--- src/rtl/stream_demux3.sv ---
// stream_demux3: registered 1-to-3 valid/ready stream demultiplexer.
// Each accepted word is routed by in_sel to a one-entry output register on
// port 0..2. The code 2'b11 drops the word, pulses err_pulse, sets err_sticky
// and bumps a saturating drop counter.
module stream_demux3 #(
    parameter int W     = 8,
    parameter int CNT_W = 8
) (
    input  logic               clk,
    input  logic               rst,
    input  logic               in_valid,
    output logic               in_ready,
    input  logic [1:0]         in_sel,
    input  logic [W-1:0]       in_data,
    output logic [2:0]         out_valid,
    input  logic [2:0]         out_ready,
    output logic [3*W-1:0]     out_data,
    output logic               err_pulse,
    output logic               err_sticky,
    input  logic               err_clr,
    output logic [CNT_W-1:0]   drop_cnt
);

    // Per-port state: full flag and payload register.
    logic [2:0]       v_q, v_d;
    logic [W-1:0]     d_q [3];
    logic [W-1:0]     d_d [3];

    // Error / drop bookkeeping.
    logic             err_pulse_q, err_pulse_d;
    logic             err_sticky_q, err_sticky_d;
    logic [CNT_W-1:0] drop_cnt_q, drop_cnt_d;

    // Decoded select and handshake terms.
    logic [2:0]       sel_oh;
    logic             accept;
    logic             illegal;

    // Full parallel select decode; code 3 maps to "no port".
    always_comb begin
        // NOTE: every always_comb output gets a default first so no path leaves
        // it unassigned; an unassigned path would infer a latch.
        sel_oh = 3'b000;
        case (in_sel)
            2'd0:    sel_oh = 3'b001;
            2'd1:    sel_oh = 3'b010;
            2'd2:    sel_oh = 3'b100;
            default: sel_oh = 3'b000;
        endcase
    end

    // Ready is per destination: a full port only stalls words aimed at it.
    always_comb begin
        if (sel_oh == 3'b000) begin
            in_ready = 1'b1;
        end else begin
            in_ready = |(sel_oh & (~v_q | out_ready));
        end
        accept  = in_valid & in_ready;
        illegal = accept & (sel_oh == 3'b000);
    end

    // Next-state logic: per-port load/drain and the drop/error bookkeeping.
    always_comb begin
        v_d          = v_q;
        d_d          = d_q;
        err_pulse_d  = illegal;
        err_sticky_d = err_sticky_q;
        drop_cnt_d   = drop_cnt_q;

        for (int k = 0; k < 3; k++) begin
            // A load on the same edge as a drain wins, keeping the port full.
            if (accept && sel_oh[k]) begin
                v_d[k] = 1'b1;
                d_d[k] = in_data;
            end else if (v_q[k] && out_ready[k]) begin
                v_d[k] = 1'b0;
            end
        end

        // Set has priority over clear so a drop is never lost to err_clr.
        if (illegal) begin
            err_sticky_d = 1'b1;
        end else if (err_clr) begin
            err_sticky_d = 1'b0;
        end

        if (illegal && (drop_cnt_q != {CNT_W{1'b1}})) begin
            drop_cnt_d = drop_cnt_q + 1'b1;
        end
    end

    // State registers with synchronous active-high reset.
    always_ff @(posedge clk) begin
        // NOTE: sequential state uses non-blocking assignments only, so every
        // register samples pre-edge values regardless of statement order.
        if (rst) begin
            v_q          <= 3'b000;
            // NOTE: payload registers are reset too because out_data must read
            // zero after reset; they are flops, not a memory array.
            for (int k = 0; k < 3; k++) begin
                d_q[k] <= '0;
            end
            err_pulse_q  <= 1'b0;
            err_sticky_q <= 1'b0;
            drop_cnt_q   <= '0;
        end else begin
            v_q          <= v_d;
            for (int k = 0; k < 3; k++) begin
                d_q[k] <= d_d[k];
            end
            err_pulse_q  <= err_pulse_d;
            err_sticky_q <= err_sticky_d;
            drop_cnt_q   <= drop_cnt_d;
        end
    end

    assign out_valid  = v_q;
    assign out_data   = {d_q[2], d_q[1], d_q[0]};
    assign err_pulse  = err_pulse_q;
    assign err_sticky = err_sticky_q;
    assign drop_cnt   = drop_cnt_q;

endmodule

--- config.mk ---
export PLATFORM = sky130hd
export DESIGN_NAME = stream_demux3
export DESIGN_NICKNAME = d
export VERILOG_FILES = /design/src/rtl/stream_demux3.sv
export SDC_FILE = /design/constraint.sdc
export NUM_CORES = 1
export LEC_CHECK = 0
export CORE_MARGIN = 4
export CORE_UTILIZATION = 32
export DETAILED_ROUTE_END_ITERATION = 12
export GPL_ROUTABILITY_DRIVEN = 0
export PLACE_DENSITY = 0.71
export SLEW_MARGIN = 30
export SYNTH_ARGS = -nofsm -noshare
export SYNTH_HDL_FRONTEND = slang
export SYNTH_SLANG_ARGS = --single-unit
--- constraint.sdc ---
create_clock -name clk -period 1.84 [get_ports clk]
set_input_delay 0.184 -clock clk [delete_from_list [all_inputs] [get_ports clk]]
set_output_delay 0.184 -clock clk [all_outputs]
set_load 0.02 [all_outputs]
==> results.md, run 1 <==
- The cell with the most instances on the worst path is sky130_fd_sc_hd__clkdlybuf4s50_1.
- The number of diodes added for antenna fixing is 0.
- The path category of the worst min-delay check is reg2reg.
- The synthesis-to-layout area growth is 49.28%.
- For this configuration, the core starts out at a cell density of roughly a third.
- The first-pass GRT wire length is ~5400 um.
- The number of enable flip-flop cells after synthesis is 0.
- The core region is about 0.0044 mm2.
- The kind of critical path is in2out.
- The cell at the root of the clock tree is sky130_fd_sc_hd__clkbuf_8.
- Entering global routing, the biggest net connects 38 pins.
- After clock tree synthesis, the clock-pin slew on the worst setup and hold paths is 0.07 ns.
- Counting every instance in the synthesized netlist gives roughly 150.
- Buffers added to address setup during post-CTS repair amount to 0.
- The maximum fanout count along the critical path is 3.
- Dividing the detail-routed wire length by the instance count gives between 10 and 15 um.
- The detailed router finished its first iteration with 59 violations.
- Setup repair after global routing left no endpoint under its margin.
- The initial antenna violation count came to 0.
- The total number of nets in the final design is around 230.
- The cell class contributing the biggest share of worst-path delay is buffers and inverters.
- The critical path starts at out_ready[1].
- The most common cell in the synthesized netlist is sky130_fd_sc_hd__dfxtp_1.
- On the final layout, the worst clock skew is about 0.0085 ns.
- For this design, the slowest cell found on the critical path is sky130_fd_sc_hd__clkdlybuf4s50_1.
- After detailed routing, the number of vias per cell comes to around 4.7.
- From bottom edge to top edge, the die measures approximately 76 um.
- The number of buffers and inverters on the critical path is 2.
- The quantity of gates resized following cts is 0.
- At the later pin of the worst-skew pair, clock insertion delay measures 0.28 ns.
- Counting the fill cells in the layout gives about 410.
- The area of the die is about 0.0057 mm2.
- The number of global-route vias before repair is ~1100.
- The H-tree was split into 2 levels.
- The count of cell types in the netlist is 28.
- The area share of the largest cell type after synthesis is 50.47%.
- The run finished with clean final reports.
- Traced cell by cell, the critical path runs through clkdlybuf4s50_1 -> nand2b_1 -> mux2i_1 -> o21ai_0 -> clkdlybuf4s50_1.
- After synthesis the cells add up to ~0.0015 mm2.
- The share of the clock period used by the worst path is 96.86%.
- The remaining routing DRC violations is 0.
- In this run, post-CTS hold repair placed 0 buffers.
- Clock tree synthesis inserted a total of 5 buffers.
- Max-cap violations in this run came to 0.
- Counting along the longest clock path gives a buffer depth of 2.
- STA puts the critical path data arrival time at 1.60 ns.
- Counting every sink on the clock net gives 37.
- Of all flip-flops after synthesis, the portion carrying an async set or reset was 0%.
- The pre-antenna-repair detailed-routing pass consisted of 4 iterations.
- The routed layout has about 1200 vias.
- The detail route stage leaves a number of antenna-violating nets equal to 0.
- The synthesized area per cell is between 9 and 10 um2.
- Headroom to the max-slew limit came out at between 70% and 80%.
- The total leakage power is 0.8348 nW.
- The total number of placement rows is 24.
- The fmax is 0.5611 GHz.
- The endpoint class of the critical path is an output pin.
- The origin of the worst min-delay path is err_sticky.
- Among all flip-flop cells after synthesis, the most frequent one is sky130_fd_sc_hd__dfxtp_1.
- For this design the ratio of total power to cell area is 789.9 mW/mm2.
- The number of hold violations in the final report was 0.
- Detailed placement ended at an HPWL of roughly 2500 um.
- STA puts the critical path data required time at roughly 1.7 ns.
- sky130_fd_sc_hd__dfxtp_1 takes more of the synthesized area than any other cell.
- STA classifies the critical path startpoint as an input pin.
- The final number of setup-violating endpoints is 0.
- The share of the yosys chip area belonging to registers is 50.47%.
- The die is 75.73 um wide.
- After synthesis, the most frequently instantiated cells are sky130_fd_sc_hd__dfxtp_1 (37), sky130_fd_sc_hd__nor2_1 (31), sky130_fd_sc_hd__mux2i_1 (27), sky130_fd_sc_hd__a21oi_1 (7), sky130_fd_sc_hd__nand2b_1 (5).
- The net count after synthesis is between 150 and 200.
- For the pin with the worst max-slew slack, the measured transition is around 0.39 ns.
- The final layout contains routed wiring with a total length of 3435 um.
- The number of max-slew violations in the final report came to 0.
- The number of top-level pins is between 50 and 60.
- For this run, the slowest stage of the critical path takes slightly above 0.6 ns.
- Yosys attributes the largest share of cell area to sky130_fd_sc_hd__dfxtp_1 (50%), sky130_fd_sc_hd__mux2i_1 (18%), sky130_fd_sc_hd__nor2_1 (7.9%).
- The synthesized design contains 37 register bits.
- IR analysis of the VDD net gives a maximum drop of between 0.3 and 0.4 mV.
- The number of I/O port buffers is 54.
- The total overflow left after global routing is 0.
- TritonCTS built the clock tree.
- Adding up every negative setup slack in the final design gives 0 ns.
- The layout cell share with drive strength beyond 1 is around 9.1%.
- The total number of yosys warnings is 0.
- The global-route total usage across every layer is 12.73%.
- The worst register-to-register path begins at drop_cnt[0].
- After layout, the minimum clock period comes to about 1.8 ns.
- Hold timing on the final database bottoms out at a slack of about 0.48 ns.
==> cells in the final DEF, fill, tap and decap left out, types with 2 or more instances in the layout <==
| cell | count |
|---|---|
| sky130_fd_sc_hd__mux2i_1 | 27 |
| sky130_fd_sc_hd__or4_1 | 2 |
| sky130_fd_sc_hd__nor2b_1 | 2 |
| sky130_fd_sc_hd__dfxtp_1 | 37 |
| sky130_fd_sc_hd__a21oi_1 | 7 |
| sky130_fd_sc_hd__nor2_1 | 31 |
| sky130_fd_sc_hd__clkbuf_8 | 5 |
| sky130_fd_sc_hd__nand2_1 | 4 |
| sky130_fd_sc_hd__nand2b_1 | 5 |
| sky130_fd_sc_hd__buf_4 | 7 |
| sky130_fd_sc_hd__o31ai_1 | 2 |
| sky130_fd_sc_hd__nand4_1 | 2 |
| sky130_fd_sc_hd__clkdlybuf4s50_1 | 54 |
| sky130_fd_sc_hd__xor2_1 | 2 |
| sky130_fd_sc_hd__or3_1 | 2 |
| sky130_fd_sc_hd__nand3_1 | 2 |
| sky130_fd_sc_hd__o21ai_0 | 4 |
==> logic make-up after synthesis <==
logic type | count (synthesis) | share of synthesized area [%]
simple gates | 57 | 18.93
fa+ha+maj | 1 | 0.8524
flops | 37 | 50.47
buf+inv | 9 | 3.750
xor+xnor | 2 | 1.194
mux | 27 | 18.41
compound gates | 15 | 6.394
==> routing by layer <==
layer  wire length, um  up-vias  GRT usage [%]
met3               222        4          3.826
met2              1649       32          20.23
met4                58        0          6.408
met5                 0        -              0
li1                  -      625              -
met1              1505      563          15.58
==> path summary, 6_finish.rpt <==
kind                  to  slack, ns  cells past startpoint
max             in_ready       0.06                      5
min           err_sticky       0.48                      2
max reg2reg  drop_cnt[1]       0.31                      6
min reg2reg   err_sticky       0.48                      2
==> state kept, by name, indices dropped and copies added, names as in the netlist <==
signal / count
err_pulse: 1
err_sticky: 1
out_valid: 3
drop_cnt: 8
out_data: 24
==> cell type report <==
class | instances | area, um2 | share of cell area, %
repair buffers | 61 | 593.1 | 27.07
inverters | 1 | 3.754 | 0.1713
flip-flops and latches | 37 | 740.7 | 33.81
well taps | 52 | 65.06 | 2.970
multi-input cells | 102 | 676.9 | 30.90
clock buffers | 6 | 72.57 | 3.312
clock inverters | 2 | 38.79 | 1.770
==> metrics by stage <==
stage	setup WS, ns	utilization [%]	total power (W)	cells	cell area, um2
6_report	0.05782	49.97	0.001731	261	2191
5_1_grt	0.01804	49.97	0.001814	261	2191
4_1_cts	0.05263	49.97	0.001758	261	2191
3_5_place_dp	0.05124	47.43	0.001066	253	2079
3_3_place_gp	0.06499	47.43	0.001063	253	2079
2_1_floorplan	0.3010	-	0.0009584	148	1468
==> power breakdown <==
group          switching, W  internal (W)  total [W]
Sequential        0.0000124      0.000824   0.000836
Combinational     0.0000993      0.000109   0.000209
Clock              0.000279      0.000407   0.000686
==> worst reg2reg max path: stages, from the launching register on <==
cell	delay [ns]
sky130_fd_sc_hd__dfxtp_1	0.39
sky130_fd_sc_hd__ha_1	0.23
sky130_fd_sc_hd__nand4_1	0.18
sky130_fd_sc_hd__o21ai_4	0.22
sky130_fd_sc_hd__buf_4	0.17
sky130_fd_sc_hd__mux2i_1	0.18
sky130_fd_sc_hd__nor2_1	0.05
Power figures use the tool's default switching activity.
==> run 2, diff against run 1 <==
--- a/config.mk
+++ b/config.mk
@@ -9,6 +9,7 @@
 export CORE_UTILIZATION = 32
 export DETAILED_ROUTE_END_ITERATION = 12
 export GPL_ROUTABILITY_DRIVEN = 0
+export GPL_TIMING_DRIVEN = 0
 export PLACE_DENSITY = 0.71
 export SLEW_MARGIN = 30
 export SYNTH_ARGS = -nofsm -noshare
==> results.md, run 2 (synthesis results as in run 1) <==
- Result of the run: finished, final reports clean (unchanged).
- The total number of nets in the final design is 225 (was 226).
- The transition time at the pin with the least slew margin is 0.5399 ns (was 0.3938 ns).
- The TritonCTS clock tree is yes (unchanged).
- The worst supply voltage drop on vdd came to 0.4596 mV (was 0.3651 mV).
- The die span in y is 75.73 um (unchanged).
- The cell with the biggest individual delay on the critical path is sky130_fd_sc_hd__or4_1 (was sky130_fd_sc_hd__clkdlybuf4s50_1).
- The switching share of power is 25.02% (was 22.58%).
- The per-cell routed wire length was 13.42 um (was 13.16 um).
- The data arrival time at the worst-slack endpoint is 1.77 ns (was 1.60 ns).
- The areal power density over the cells is 744.1 mW/mm2 (was 789.9 mW/mm2).
- The path category of the worst min-delay check is in2reg (was reg2reg).
- The cell at the root of the clock tree is sky130_fd_sc_hd__clkbuf_8 (unchanged).
- The start of the worst register-to-register path is drop_cnt[0] (unchanged).
- The worst slew margin relative to its limit came to 64.01% (was 73.74%).
- The total leakage power is 0.8087 nW (was 0.8348 nW).
- The final antenna-violating net count is 0 (unchanged).
- The capturing point of the worst reg2reg path is drop_cnt[7] (was drop_cnt[1]).
- The maximum number of pins on one net before global-route repair is 13 (was 38).
- The final number of setup-violating endpoints is 0 (unchanged).
- The synthesis-to-layout area growth is 46.04% (was 49.28%).
- The layout cell share with drive strength beyond 1 is 7.692% (was 9.091%).
- The met1 usage in global routing was 16.37% (was 15.58%).
- The length in cells of the worst reg-to-reg path was 5 (was 6).
- The kind of critical path is reg2reg (was in2out).
- The die boundary width is 75.73 um (unchanged).
- The commonest non-fill, non-tap cell in the layout was sky130_fd_sc_hd__clkdlybuf4s50_1 (unchanged).
- The remaining routing DRC violations is 0 (unchanged).
- The quantity of gates resized following cts is 0 (unchanged).
- The clock power share is 34.7% (was 39.6%).
- The vias per cell is 4.635 (was 4.690).
- The core area is 0.004384 mm2 (unchanged).
- The total number of placement rows came to 24 (unchanged).
- The CTS buffer count is 5 (unchanged).
- The starting density of the core was 33.48% (unchanged).
- The met3 track utilization from global routing is 3.166% (was 3.826%).
- The aggregate routed wire length was 3488 um (was 3435 um).
- The number of global-route vias before repair came to 1126 (was 1148).
- Worst-path cell chain: ha_1 -> nand4_1 -> o21ai_4 -> or4_1 -> a21oi_1 (was clkdlybuf4s50_1 -> nand2b_1 -> mux2i_1 -> o21ai_0 -> clkdlybuf4s50_1).
- The total net switching power came to 0.0003991 W (was 0.0003907 W).
- The first-pass GRT wire length is 5382 um (was 5416 um).
- The fmax is 0.6395 GHz (was 0.5611 GHz).
- The overall power came to 0.001595 W (was 0.001731 W).
- The clock latency at the later pin of the worst-skew pair is 0.28 ns (about the same).
- The number of I/O port buffers was 52 (was 54).
- The half-perimeter wire length after placement is 2459 um (was 2461 um).
- The number of flip-flops in the largest register is 24 (unchanged).
- Most frequent cells in the layout: sky130_fd_sc_hd__clkdlybuf4s50_1 (51), sky130_fd_sc_hd__dfxtp_1 (37), sky130_fd_sc_hd__nor2_1 (31) (was sky130_fd_sc_hd__clkdlybuf4s50_1 (54), sky130_fd_sc_hd__dfxtp_1 (37), sky130_fd_sc_hd__nor2_1 (31)).
- The area of the die was 0.005734 mm2 (unchanged).
- The post-placement worst setup slack was 0.005896 ns (was 0.05124 ns).
- The share of the clock period used by the worst path was 84.98% (was 96.86%).
- The kind of launch point of the worst setup path was a flop (was input pin).
- The max-capacitance violation count is 0 (unchanged).
- The clock-pin transition on the worst setup and hold timing paths came to 0.08 ns (was 0.07 ns).
- The required time of the worst setup path was 2.05 ns (was 1.66 ns).
- The global-route total usage across every layer was 12.64% (was 12.73%).
- The busiest metal layer after global routing is met2 (unchanged).
- The total number of vias is 1205 (was 1224).
- The share of power burned in combinational logic came to 12.8% (was 12.1%).
- The post-route clock skew is 0.007314 ns (was 0.008543 ns).
- The maximum fanout count along the critical path was 9 (was 3).
- The number of design-rule violations left by the first detailed-router iteration is 79 (was 59).
- The clock tree buffer depth was 2 (unchanged).
- The total overflow reported by the global router was 0 (unchanged).
- The count of clock tree sinks is 37 (unchanged).
- The met2 layer usage reported by global route is 20.04% (was 20.23%).
- The depth of the CTS H-tree was 2 (unchanged).
- The number of diodes added for antenna fixing is 0 (unchanged).
- The part of the total power dissipated in sequential elements is 52.5% (was 48.3%).
- The critical path launch point is drop_cnt[0] (was out_ready[1]).
- The share of the core filled with cells in the final layout is 48.89% (was 49.97%).
- The final setup slack of the worst path is 0.2764 ns (was 0.05782 ns).
- The biggest cell delay along the critical path is 0.47 ns (was 0.62 ns).
- The detailed-routing iteration count for the pre-antenna-repair pass is 4 (unchanged).
- The number of top-level pins is 55 (unchanged).
- The setup fix buffers added after clock tree synthesis is 0 (unchanged).
- The endpoint class of the critical path is a flop (was output pin).
- The number of max-slew violations in the final report is 0 (unchanged).
- The worst slack on hold paths is 0.1291 ns (was 0.4756 ns).
- The internal power contribution is 0.001196 W (was 0.001340 W).
- The number of buffers inserted by hold repair at cts is 0 (unchanged).
- The capture point of the critical path is drop_cnt[7] (was in_ready).
- The register-to-register path setup slack is 0.28 ns (was 0.31 ns).
- The minimum clock period after layout is 1.564 ns (was 1.782 ns).
- The number of hold violations in the final report came to 0 (unchanged).
- The initial antenna violation count is 0 (unchanged).
- RSZ-0062 raised after global routing: false (unchanged).
- The accumulated negative setup slack is 0 ns (unchanged).
==> run 2: routing by layer <==
metal	part of all wire, %	routed length (um)
met5	0	0
met4	1.0	36
met3	6.0	208
met2	45	1587
met1	47	1656
==> run 2: worst min path at each step <==
stage / from / to / cells past startpoint
2_1_floorplan: in_data[0] / out_data[0] / 2
4_1_cts: rst / out_valid[0] / 2
5_1_grt: rst / out_valid[0] / 2
3_3_place_gp: rst / drop_cnt[5] / 2
6_report: rst / out_valid[0] / 2
3_5_place_dp: rst / out_valid[0] / 2
==> run 2: cell type report <==
cell class	count	area, um2
fillers	429	2241
clock inverters	2	15.01
well taps	52	65.06
repair buffers	52	523.0
clock buffers	6	72.57
multi-input cells	102	671.9
plain buffers	8	51.30
inverters	1	3.754
flip-flops and latches	37	740.7
==> run 2: metrics by stage <==
step | std cells | instance area (um2)
after detailed placement | 252 | 2053
after floorplan | 148 | 1468
after CTS | 260 | 2141
after global routing | 260 | 2143
after global placement | 252 | 2053
final | 260 | 2143
==> run 2: power by group through the flow <==
stage | registers, W | clock network, W | logic [W]
final | 0.000837 | 0.000553 | 0.000205
after global routing | 0.000839 | 0.000614 | 0.000221
after detailed placement | 0.000855 | 0 | 0.000207
after global placement | 0.000854 | 0 | 0.000206
after floorplan | 0.000883 | 0 | 0.0000754
after CTS | 0.000837 | 0.000575 | 0.000209
==> run 2: critical path: cells and delay by family, from the launching register on <==
| kind | cells | cell delay [ns] |
|---|---|---|
| adders and majority gates | 1 | 0.25 |
| AOI/OAI and AO/OA | 2 | 0.26 |
| DFF | 1 | 0.35 |
| and+or+nand+nor | 2 | 0.64 |
==> run 3, diff against run 2 <==
==> constraint.sdc (replaced) <==
create_clock -name clk -period 1.5 [get_ports clk]
set_input_delay 0.15 -clock clk [delete_from_list [all_inputs] [get_ports clk]]
set_output_delay 0.15 -clock clk [all_outputs]
set_load 0.02 [all_outputs]
==> results.md, run 3 (synthesis results as in run 1) <==
- The biggest cell delay along the critical path is 0.36 ns (was 0.47 ns).
- The overall power is 0.001974 W (was 0.001595 W).
- The transition time at the pin with the least slew margin is 0.4659 ns (was 0.5399 ns).
- The number of global-route vias before repair is 1196 (was 1126).
- The number of I/O port buffers is 52 (unchanged).
- The required time of the worst setup path came to 1.71 ns (was 2.05 ns).
- The synthesis-to-layout area growth is 52.17% (was 46.04%).
- The TritonCTS clock tree is yes (unchanged).
- The number of max-slew violations in the final report is 0 (unchanged).
- RSZ-0062 raised after global routing: true (was false).
- The count of clock tree sinks is 37 (unchanged).
- The cell at the root of the clock tree was sky130_fd_sc_hd__clkbuf_8 (unchanged).
- The number of flip-flops in the largest register is 24 (unchanged).
- The share of the core filled with cells in the final layout is 50.94% (was 48.89%).
- The kind of launch point of the worst setup path is a flop (unchanged).
- The register-to-register path setup slack is 0.06 ns (was 0.28 ns).
- The number of design-rule violations left by the first detailed-router iteration is 54 (was 79).
- The maximum fanout count along the critical path is 4 (was 9).
- The core area is 0.004384 mm2 (unchanged).
- The total number of vias was 1250 (was 1205).
- The CTS buffer count is 5 (unchanged).
- The half-perimeter wire length after placement came to 2468 um (was 2459 um).
- The remaining routing DRC violations is 0 (unchanged).
- The first-pass GRT wire length is 5554 um (was 5382 um).
- The fmax is 0.6925 GHz (was 0.6395 GHz).
- The per-cell routed wire length is 13.49 um (was 13.42 um).
- The final number of setup-violating endpoints is 0 (unchanged).
- The number of top-level pins came to 55 (unchanged).
- The area of the die came to 0.005734 mm2 (unchanged).
- The placed cell area is 0.002057 mm2 (was 0.002053 mm2).
- The final standard cell area without fillers is 0.002233 mm2 (was 0.002143 mm2).
- The die span in y is 75.73 um (unchanged).
- The starting density of the core is 33.48% (unchanged).
- The share of the clock period used by the worst path was 96.27% (was 84.98%).
- Result of the run: finished, final reports clean (unchanged).
- Worst-path cell chain: ha_4 -> nand4_1 -> o21ai_4 -> buf_4 -> or3_1 -> a21oi_1 (was ha_1 -> nand4_1 -> o21ai_4 -> or4_1 -> a21oi_1).
- The total overflow reported by the global router is 0 (unchanged).
- The endpoint class of the critical path is a flop (unchanged).
- The global-route total usage across every layer is 13.02% (was 12.64%).
- The data arrival time at the worst-slack endpoint came to 1.66 ns (was 1.77 ns).
- The commonest non-fill, non-tap cell in the layout is sky130_fd_sc_hd__clkdlybuf4s50_1 (unchanged).
- The number of buffers and inverters on the critical path is 1 (was 0).
- The kind of critical path is reg2reg (unchanged).
- The worst supply voltage drop on vdd is 0.4842 mV (was 0.4596 mV).
- The path category of the worst min-delay check is in2reg (unchanged).
- The depth of the CTS H-tree is 2 (unchanged).
- The number of hold violations in the final report is 0 (unchanged).
- The total number of placement rows was 24 (unchanged).
- The maximum number of pins on one net before global-route repair is 11 (was 13).
- The layout cell share with drive strength beyond 1 came to 13.08% (was 7.692%).
- The die boundary width was 75.73 um (unchanged).
- The detailed-routing iteration count for the pre-antenna-repair pass is 4 (unchanged).
- The clock latency at the later pin of the worst-skew pair is 0.29 ns (was 0.28 ns).
- The final antenna-violating net count is 0 (unchanged).
- The total leakage power is 0.9346 nW (was 0.8087 nW).
- The vias per cell is 4.699 (was 4.635).
- The cell with the biggest individual delay on the critical path is sky130_fd_sc_hd__dfxtp_4 (was sky130_fd_sc_hd__or4_1).
- The max-capacitance violation count is 0 (unchanged).
- The clock-pin transition on the worst setup and hold timing paths was 0.07 ns (was 0.08 ns).
- The number of diodes added for antenna fixing is 0 (unchanged).
- Most frequent cells in the layout: sky130_fd_sc_hd__clkdlybuf4s50_1 (43), sky130_fd_sc_hd__dfxtp_1 (34), sky130_fd_sc_hd__nor2_1 (31) (was sky130_fd_sc_hd__clkdlybuf4s50_1 (51), sky130_fd_sc_hd__dfxtp_1 (37), sky130_fd_sc_hd__nor2_1 (31)).
- The worst slew margin relative to its limit is 68.94% (was 64.01%).
- The areal power density over the cells came to 884.0 mW/mm2 (was 744.1 mW/mm2).
- The initial antenna violation count is 0 (unchanged).
- The post-route clock skew is 0.005760 ns (was 0.007314 ns).
- The clock tree buffer depth is 2 (unchanged).
- The cell class contributing the biggest share of worst-path delay is simple AND/OR/NAND/NOR gates (unchanged).
- The total number of nets in the final design is 232 (was 225).
- The minimum clock period after layout is 1.444 ns (was 1.564 ns).
- The aggregate routed wire length is 3588 um (was 3488 um).
run 3: path summary, 6_finish.rpt:
| path | from | cells after the start | to |
|---|---|---|---|
| max | drop_cnt[1] | 6 | drop_cnt[3] |
| min | rst | 2 | drop_cnt[2] |
| min reg2reg | err_sticky | 2 | err_sticky |
| max reg2reg | drop_cnt[1] | 6 | drop_cnt[3] |
run 3: layer usage:
layer	GRT usage (%)	routed length, um
met4	5.243	59
met5	0	0
met3	4.485	242
met2	20.61	1650
met1	16.20	1635
run 3: final cells by class:
cell class,instances,area (um2)
Tap cell,52,65.06
Fill cell,424,2151
Clock buffer,7,86.33
Timing Repair Buffer,59,578.1
Multi-Input combinational cell,103,704.4
Sequential cell,37,749.5
Buffer,7,46.29
Inverter,1,3.754
run 3: power by group:
part / switching (W) / internal, W
sequential: 0.0000160 / 0.00101
combinational: 0.000124 / 0.000134
clock: 0.000328 / 0.000364
run 3: timing repair:
item	4_1_cts	5_1_grt
setup buffers	4	3
pin swaps	3	6
gates cloned	1	0
resized for setup	10	8
hold buffers	0	0
endpoints found under the setup margin	5	17
run 3: per-stage QoR:
| step | hold slack, ns | std cells | TNS [ns] | setup slack [ns] |
|---|---|---|---|---|
| 3_3_place_gp | 0.3890 | 252 | -4.139 | -0.2443 |
| 6_report | 0.09100 | 266 | 0 | 0.05597 |
| 4_1_cts | 0.09084 | 264 | 0 | 0.01301 |
| 5_1_grt | 0.08584 | 266 | -0.05865 | -0.05005 |
| 3_5_place_dp | 0.3945 | 252 | -4.788 | -0.2864 |
| 2_1_floorplan | 0.2939 | 148 | 0 | 0.01960 |
run 3: worst register-to-register path, cell delays in order (launching register included):
cell and delay (ns):
sky130_fd_sc_hd__dfxtp_4 0.36, sky130_fd_sc_hd__ha_4 0.16, sky130_fd_sc_hd__nand4_1 0.17, sky130_fd_sc_hd__o21ai_4 0.09, sky130_fd_sc_hd__buf_4 0.14, sky130_fd_sc_hd__or3_1 0.32, sky130_fd_sc_hd__a21oi_1 0.13
